**config.mk**
```make
export PLATFORM = sky130hd
export DESIGN_NAME = ahb_to_fpga_sram
export DESIGN_NICKNAME = d
export VERILOG_FILES = /design/src/rtl/ahb_to_fpga_sram.sv
export SDC_FILE = /design/constraint.sdc
export NUM_CORES = 1
export LEC_CHECK = 0
export CORE_UTILIZATION = 45
export CTS_CLUSTER_DIAMETER = 200
export CTS_CLUSTER_SIZE = 10
export DETAILED_ROUTE_END_ITERATION = 10
export DONT_BUFFER_PORTS = 1
export GPL_TIMING_DRIVEN = 0
export REMOVE_ABC_BUFFERS = 1
export SYNTH_ARGS = -nofsm -noshare
export SYNTH_HDL_FRONTEND = slang
export SYNTH_SLANG_ARGS = --single-unit
```
**constraint.sdc**
```tcl
create_clock -name HCLK -period 8.86 [get_ports HCLK]
set_input_delay 0.443 -clock HCLK [delete_from_list [all_inputs] [get_ports HCLK]]
set_output_delay 0.443 -clock HCLK [all_outputs]
set_load 0.03 [all_outputs]
```
**src/rtl/ahb_to_fpga_sram.sv**
```systemverilog
// AHB-Lite slave bridging to a single-port synchronous FPGA SRAM through a one-entry write buffer.
// Optional macro AHB_SRAM_RAW_FWD_EN: forward buffered bytes to matching reads instead of stalling them.
module ahb_to_fpga_sram #(
  parameter int AW = 16
) (
  input  logic          HCLK,
  input  logic          HRESETn,
  input  logic          HSEL,
  input  logic [AW-1:0] HADDR,
  input  logic [1:0]    HTRANS,
  input  logic [2:0]    HSIZE,
  input  logic          HWRITE,
  input  logic [31:0]   HWDATA,
  input  logic          HREADY,
  output logic          HREADYOUT,
  output logic [31:0]   HRDATA,
  output logic          HRESP,
  input  logic [31:0]   SRAMRDATA,
  output logic [AW-3:0] SRAMADDR,
  output logic [31:0]   SRAMWDATA,
  output logic [3:0]    SRAMWEN,
  output logic          SRAMCS
);

  typedef enum logic {ST_IDLE = 1'b0, ST_STALL = 1'b1} state_t;

  state_t        r_state;
  logic          r_hreadyout;
  logic          r_rd_dphase;
  logic          r_wr_pend;
  logic          r_buf_valid;
  logic [AW-3:0] r_stall_addr;
  logic [AW-3:0] r_wr_addr;
  logic [AW-3:0] r_buf_addr;
  logic [3:0]    r_wr_lanes;
  logic [3:0]    r_buf_lanes;
  logic [31:0]   r_buf_data;

  logic          w_accept;
  logic          w_rd_req;
  logic          w_wr_req;
  logic [AW-3:0] w_addr_word;
  logic [3:0]    w_lanes;
  logic          w_load;
  logic          w_hit_buf;
  logic          w_hit_pend;
  logic          w_conflict;
  logic          w_rd_stall;
  logic          w_stall_hit;
  logic          w_rd_issue;
  logic          w_drain;
  logic          w_wt;
  logic [31:0]   w_rd_data;
  logic          w_unused;

  assign w_unused    = HTRANS[0];
  assign w_accept    = HSEL & HTRANS[1] & HREADY;
  assign w_rd_req    = w_accept & ~HWRITE & (r_state == ST_IDLE);
  assign w_wr_req    = w_accept & HWRITE;
  assign w_addr_word = HADDR[AW-1:2];
  assign w_load      = r_wr_pend & HREADY;
  assign w_hit_buf   = r_buf_valid & (r_buf_addr == w_addr_word);
  assign w_hit_pend  = r_wr_pend & (r_wr_addr == w_addr_word);
  // Buffer full while its successor is about to load: the old entry must leave now.
  assign w_conflict  = r_buf_valid & w_load;

  always_comb begin
    case (HSIZE)
      3'd0:    w_lanes = 4'b0001 << HADDR[1:0];
      3'd1:    w_lanes = HADDR[1] ? 4'b1100 : 4'b0011;
      default: w_lanes = 4'b1111;
    endcase
  end

`ifdef AHB_SRAM_RAW_FWD_EN
  logic [AW-3:0] r_rd_addr;
  logic          w_fwd_hit;

  assign w_rd_stall  = w_rd_req & w_conflict;
  assign w_stall_hit = 1'b0;
  assign w_fwd_hit   = r_buf_valid & (r_buf_addr == r_rd_addr);

  for (genvar gi = 0; gi < 4; gi++) begin : g_merge
    assign w_rd_data[8*gi +: 8] = (w_fwd_hit && r_buf_lanes[gi]) ?
                                  r_buf_data[8*gi +: 8] : SRAMRDATA[8*gi +: 8];
  end

  always_ff @(posedge HCLK) begin
    if (w_rd_issue) r_rd_addr <= SRAMADDR;
  end
`else
  assign w_rd_stall  = w_rd_req & (w_conflict | w_hit_buf | w_hit_pend);
  assign w_stall_hit = r_buf_valid & (r_buf_addr == r_stall_addr);
  assign w_rd_data   = SRAMRDATA;
`endif

  assign HRDATA    = r_rd_dphase ? w_rd_data : 32'h0;
  assign HREADYOUT = r_hreadyout;
  assign HRESP     = 1'b0;

  // SRAM port arbitration; everything is gated during reset so a buffered write dies with it.
  always_comb begin
    SRAMCS     = 1'b0;
    SRAMWEN    = 4'h0;
    SRAMADDR   = w_addr_word;
    SRAMWDATA  = r_buf_data;
    w_rd_issue = 1'b0;
    w_drain    = 1'b0;
    w_wt       = 1'b0;
    if (HRESETn) begin
      if (r_state == ST_STALL) begin
        SRAMCS = 1'b1;
        if (w_stall_hit) begin
          SRAMWEN  = r_buf_lanes;
          SRAMADDR = r_buf_addr;
          w_drain  = 1'b1;
        end else begin
          SRAMADDR   = r_stall_addr;
          w_rd_issue = 1'b1;
        end
      end else if (w_rd_req && !w_rd_stall) begin
        SRAMCS     = 1'b1;
        w_rd_issue = 1'b1;
      end else if (r_buf_valid) begin
        SRAMCS   = 1'b1;
        SRAMWEN  = r_buf_lanes;
        SRAMADDR = r_buf_addr;
        w_drain  = 1'b1;
      end else if (w_rd_stall) begin
        // Empty buffer, read hits the write in its data phase: write it straight through.
        SRAMCS    = 1'b1;
        SRAMWEN   = r_wr_lanes;
        SRAMADDR  = r_wr_addr;
        SRAMWDATA = HWDATA;
        w_wt      = 1'b1;
      end
    end
  end

  always_ff @(posedge HCLK) begin
    if (!HRESETn) begin
      r_state     <= ST_IDLE;
      r_hreadyout <= 1'b1;
      r_rd_dphase <= 1'b0;
      r_wr_pend   <= 1'b0;
      r_buf_valid <= 1'b0;
    end else begin
      r_rd_dphase <= w_rd_issue;
      if (HREADY) begin
        r_wr_pend <= w_wr_req;
        if (w_wr_req) begin
          r_wr_addr  <= w_addr_word;
          r_wr_lanes <= w_lanes;
        end
      end
      if (w_load && !w_wt) begin
        r_buf_valid <= 1'b1;
        r_buf_addr  <= r_wr_addr;
        r_buf_lanes <= r_wr_lanes;
        r_buf_data  <= HWDATA;
      end else if (w_drain) begin
        r_buf_valid <= 1'b0;
      end
      case (r_state)
        ST_IDLE: begin
          if (w_rd_stall) begin
            r_state      <= ST_STALL;
            r_stall_addr <= w_addr_word;
            r_hreadyout  <= 1'b0;
          end
        end
        ST_STALL: begin
          if (!w_stall_hit) begin
            r_state     <= ST_IDLE;
            r_hreadyout <= 1'b1;
          end
        end
        default: r_state <= ST_IDLE;
      endcase
    end
  end

endmodule
```
==> impl_metrics.tcl <==
set metrics [dict create \
    status "finished clean" \
    synth_area_um2 4520 \
    clock_sinks 87 \
    rsz0062_at_grt "false" \
    max_freq_ghz 0.224 \
    p_per_area_nw_per_um2 158 \
    num_vias 2903 \
    grt_max_degree 33 \
    drc 0 \
    path_class "register to primary output" \
    cts.clk_slew.worst_paths_ns 0.09 \
    routed_wirelength_um 10900 \
    netlist_instances 333 \
    port_buffers 0 \
    yosysMostFrequentCell "edfxtp_1" \
    crit_required_ns 8.42 \
    clockBufferDepth 2 \
    boundaryPins 175 \
    via_per_inst 6.14 \
    initial_core_util 0.463 \
    synth_common_cells "edfxtp_1, xnor2_1, and2_1" \
    ys_warn_count 0 \
    finalMaxSlewViolations 0 \
    min_from "HADDR[9]" \
    path_cells "xnor2_1 -> nand4_1 -> or4_4 -> a31oi_2 -> nand2_1 -> a32oi_1" \
    cp.arrival_ns 4.02 \
    gp_congestion 0.801 \
    min_period_over_period 0.503 \
    dr.pass1.iters 7 \
    nFillCells 827 \
    tightest_slew_ns 1.29 \
    cpPeakStageDelay_ns 0.83 \
    power_leakage_nw 1.57 \
    core_um2 9770 \
    hold_viol 0 \
    cts_buffers 9 \
    postPlaceCellArea_um2 4720 \
    finish.instance_area_um2 4920 \
    slew-limit-headroom 0.136 \
    final_antenna_net_count 0 \
    synth_top_cell_area_share 0.545 \
    yosys.cell_types.count 38 \
    synthArstFlopShare 0 \
    clock-skew-final_ns 0.0119 \
    ys_ff_latch 87 \
    cts.hold.buffers_added 0 \
    grt_pass1_wl_um 15900 \
    cts-resized-gates 0 \
    rr_startpoint "r_buf_addr[11]$_DFFE_PP_" \
    synth.largest_area_cell "edfxtp_1" \
    wire_per_inst_um 23.1 \
    die_h_um 102 \
    synth.area.top_cells "edfxtp_1, mux2_4, xnor2_1" \
    antenna_found_initial 1 \
    crit_start "r_buf_addr[11]$_DFFE_PP_" \
    clockRootBuffer "clkbuf_8" \
    crit_slowest_cell "a32oi_1" \
    dieArea_um2 10500 \
    fin_crit_ns 4.46 \
    h-tree-depth 3 \
    rows 36 \
    antenna_cells 0 \
    end_kind "primary output" \
    first_iter_violations 195 \
    irDropWorstVdd_mv 0.0848 \
    post_cts.repair.setup_buffers 0 \
    areaGrowthSynthToFinish_pct 8.83 \
    avgSynthCellArea_um2 13.6 \
    drive_gt1_frac 0.188 \
    synthFlopType "edfxtp_1" \
    seq_area_frac_synth 0.567 \
    fin_setup_tns_ns 0 \
    dp_hpwl_um 8160 \
    max_cap_violations 0 \
    cts_tree "yes" \
    nets 425 \
    clkLatencyLatePin_ns 0.36 \
    min_path_type "input port to register" \
    startpoint_type "register" \
    setup_violations 0 \
    grt_util_all_layers 0.211 \
    grt_pass1_vias 2748 \
    synth-edff-count 82 \
    cp_max_fo 16 \
    die_x_um 102 \
    overflow 0 \
]
-- critical path, delay by kind of cell (launching register included) --
kind	cells	cell delay (ns)
flip-flops	1	0.45
XOR/XNOR	1	0.18
AO/OA/AOI/OAI	2	1.64
AND/OR/NAND/NOR	3	1.38
-- layout by cell type, fill, tap and decap left out, types with 5 or more instances in the layout --
| cell type | n |
|---|---|
| and2_1 | 34 |
| nand3_1 | 7 |
| dfxtp_1 | 5 |
| a32oi_1 | 14 |
| edfxtp_1 | 82 |
| a21oi_1 | 16 |
| nand4_1 | 12 |
| mux2_2 | 6 |
| xnor2_1 | 42 |
| buf_6 | 6 |
| o21ai_0 | 19 |
| clkbuf_8 | 9 |
| a222oi_1 | 14 |
| mux2_4 | 26 |
| a22o_1 | 5 |
-- routing by layer --
layer | GRT usage | vias to the layer above | share of wire
met4 | 0.0604 | 0 | 0.016
met5 | 0 | - | 0
met2 | 0.368 | 156 | 0.52
met1 | 0.247 | 1428 | 0.39
met3 | 0.0718 | 15 | 0.071
li1 | - | 1304 | -
-- final timing paths --
kind	endpoint	slack [ns]	depth (start not counted)
hold reg to reg	r_buf_lanes[2]$_DFFE_PP_	0.46	0
hold / removal	r_wr_addr[7]$_DFFE_PP_	0.17	0
setup / recovery	SRAMADDR[4]	4.40	6
setup reg to reg	r_stall_addr[0]$_DFFE_PP_	6.17	5
-- layout make-up --
cell class / count / area [um2] / share of cell area
clock buffer: 10 / 128 / 0.0259
clock inverter: 6 / 68.8 / 0.0140
inverter: 3 / 11.3 / 0.00229
multi-input combinational: 225 / 1850 / 0.375
sequential: 87 / 2560 / 0.521
tap: 133 / 166 / 0.0338
timing repair buffer: 9 / 138 / 0.0280
-- per-stage QoR --
stage               std cells  utilization  total power, mW  setup slack (ns)  hold slack (ns)
floorplan                 315            -            0.500              3.84            0.427
global placement          448        0.467            0.508              2.07            0.433
detailed placement        457        0.483            0.509              4.75            0.437
CTS                       473        0.503            0.784              4.32            0.148
global route              473        0.503            0.803              4.11            0.136
finish                    473        0.503            0.778              4.40            0.167
-- registers in the layout, indices dropped and copies added, names as in the netlist --
signal        count
HREADYOUT         1
r_buf_addr       14
r_buf_data       32
r_buf_lanes       4
r_buf_valid       1
r_rd_dphase       1
r_stall_addr     14
r_state           1
r_wr_addr        14
r_wr_lanes        4
r_wr_pend         1
-- cell families (layout without fill, tap and decap cells) --
kind of cell	after synthesis	count (layout)	share of synthesized area
xor+xnor	42	42	0.0813
simple gates	77	77	0.103
other cells	1	1	0.000829
mux	32	32	0.101
compound gates	73	73	0.117
buf+inv	21	28	0.0302
flops	87	87	0.567
-- power breakdown --
| part | internal [mW] | total (mW) | switching [mW] |
|---|---|---|---|
| Sequential | 0.451 | 0.453 | 0.00233 |
| Combinational | 0.0146 | 0.0466 | 0.0319 |
| Clock | 0.132 | 0.278 | 0.146 |
No activity file was read; power rests on OpenSTA's default activity.
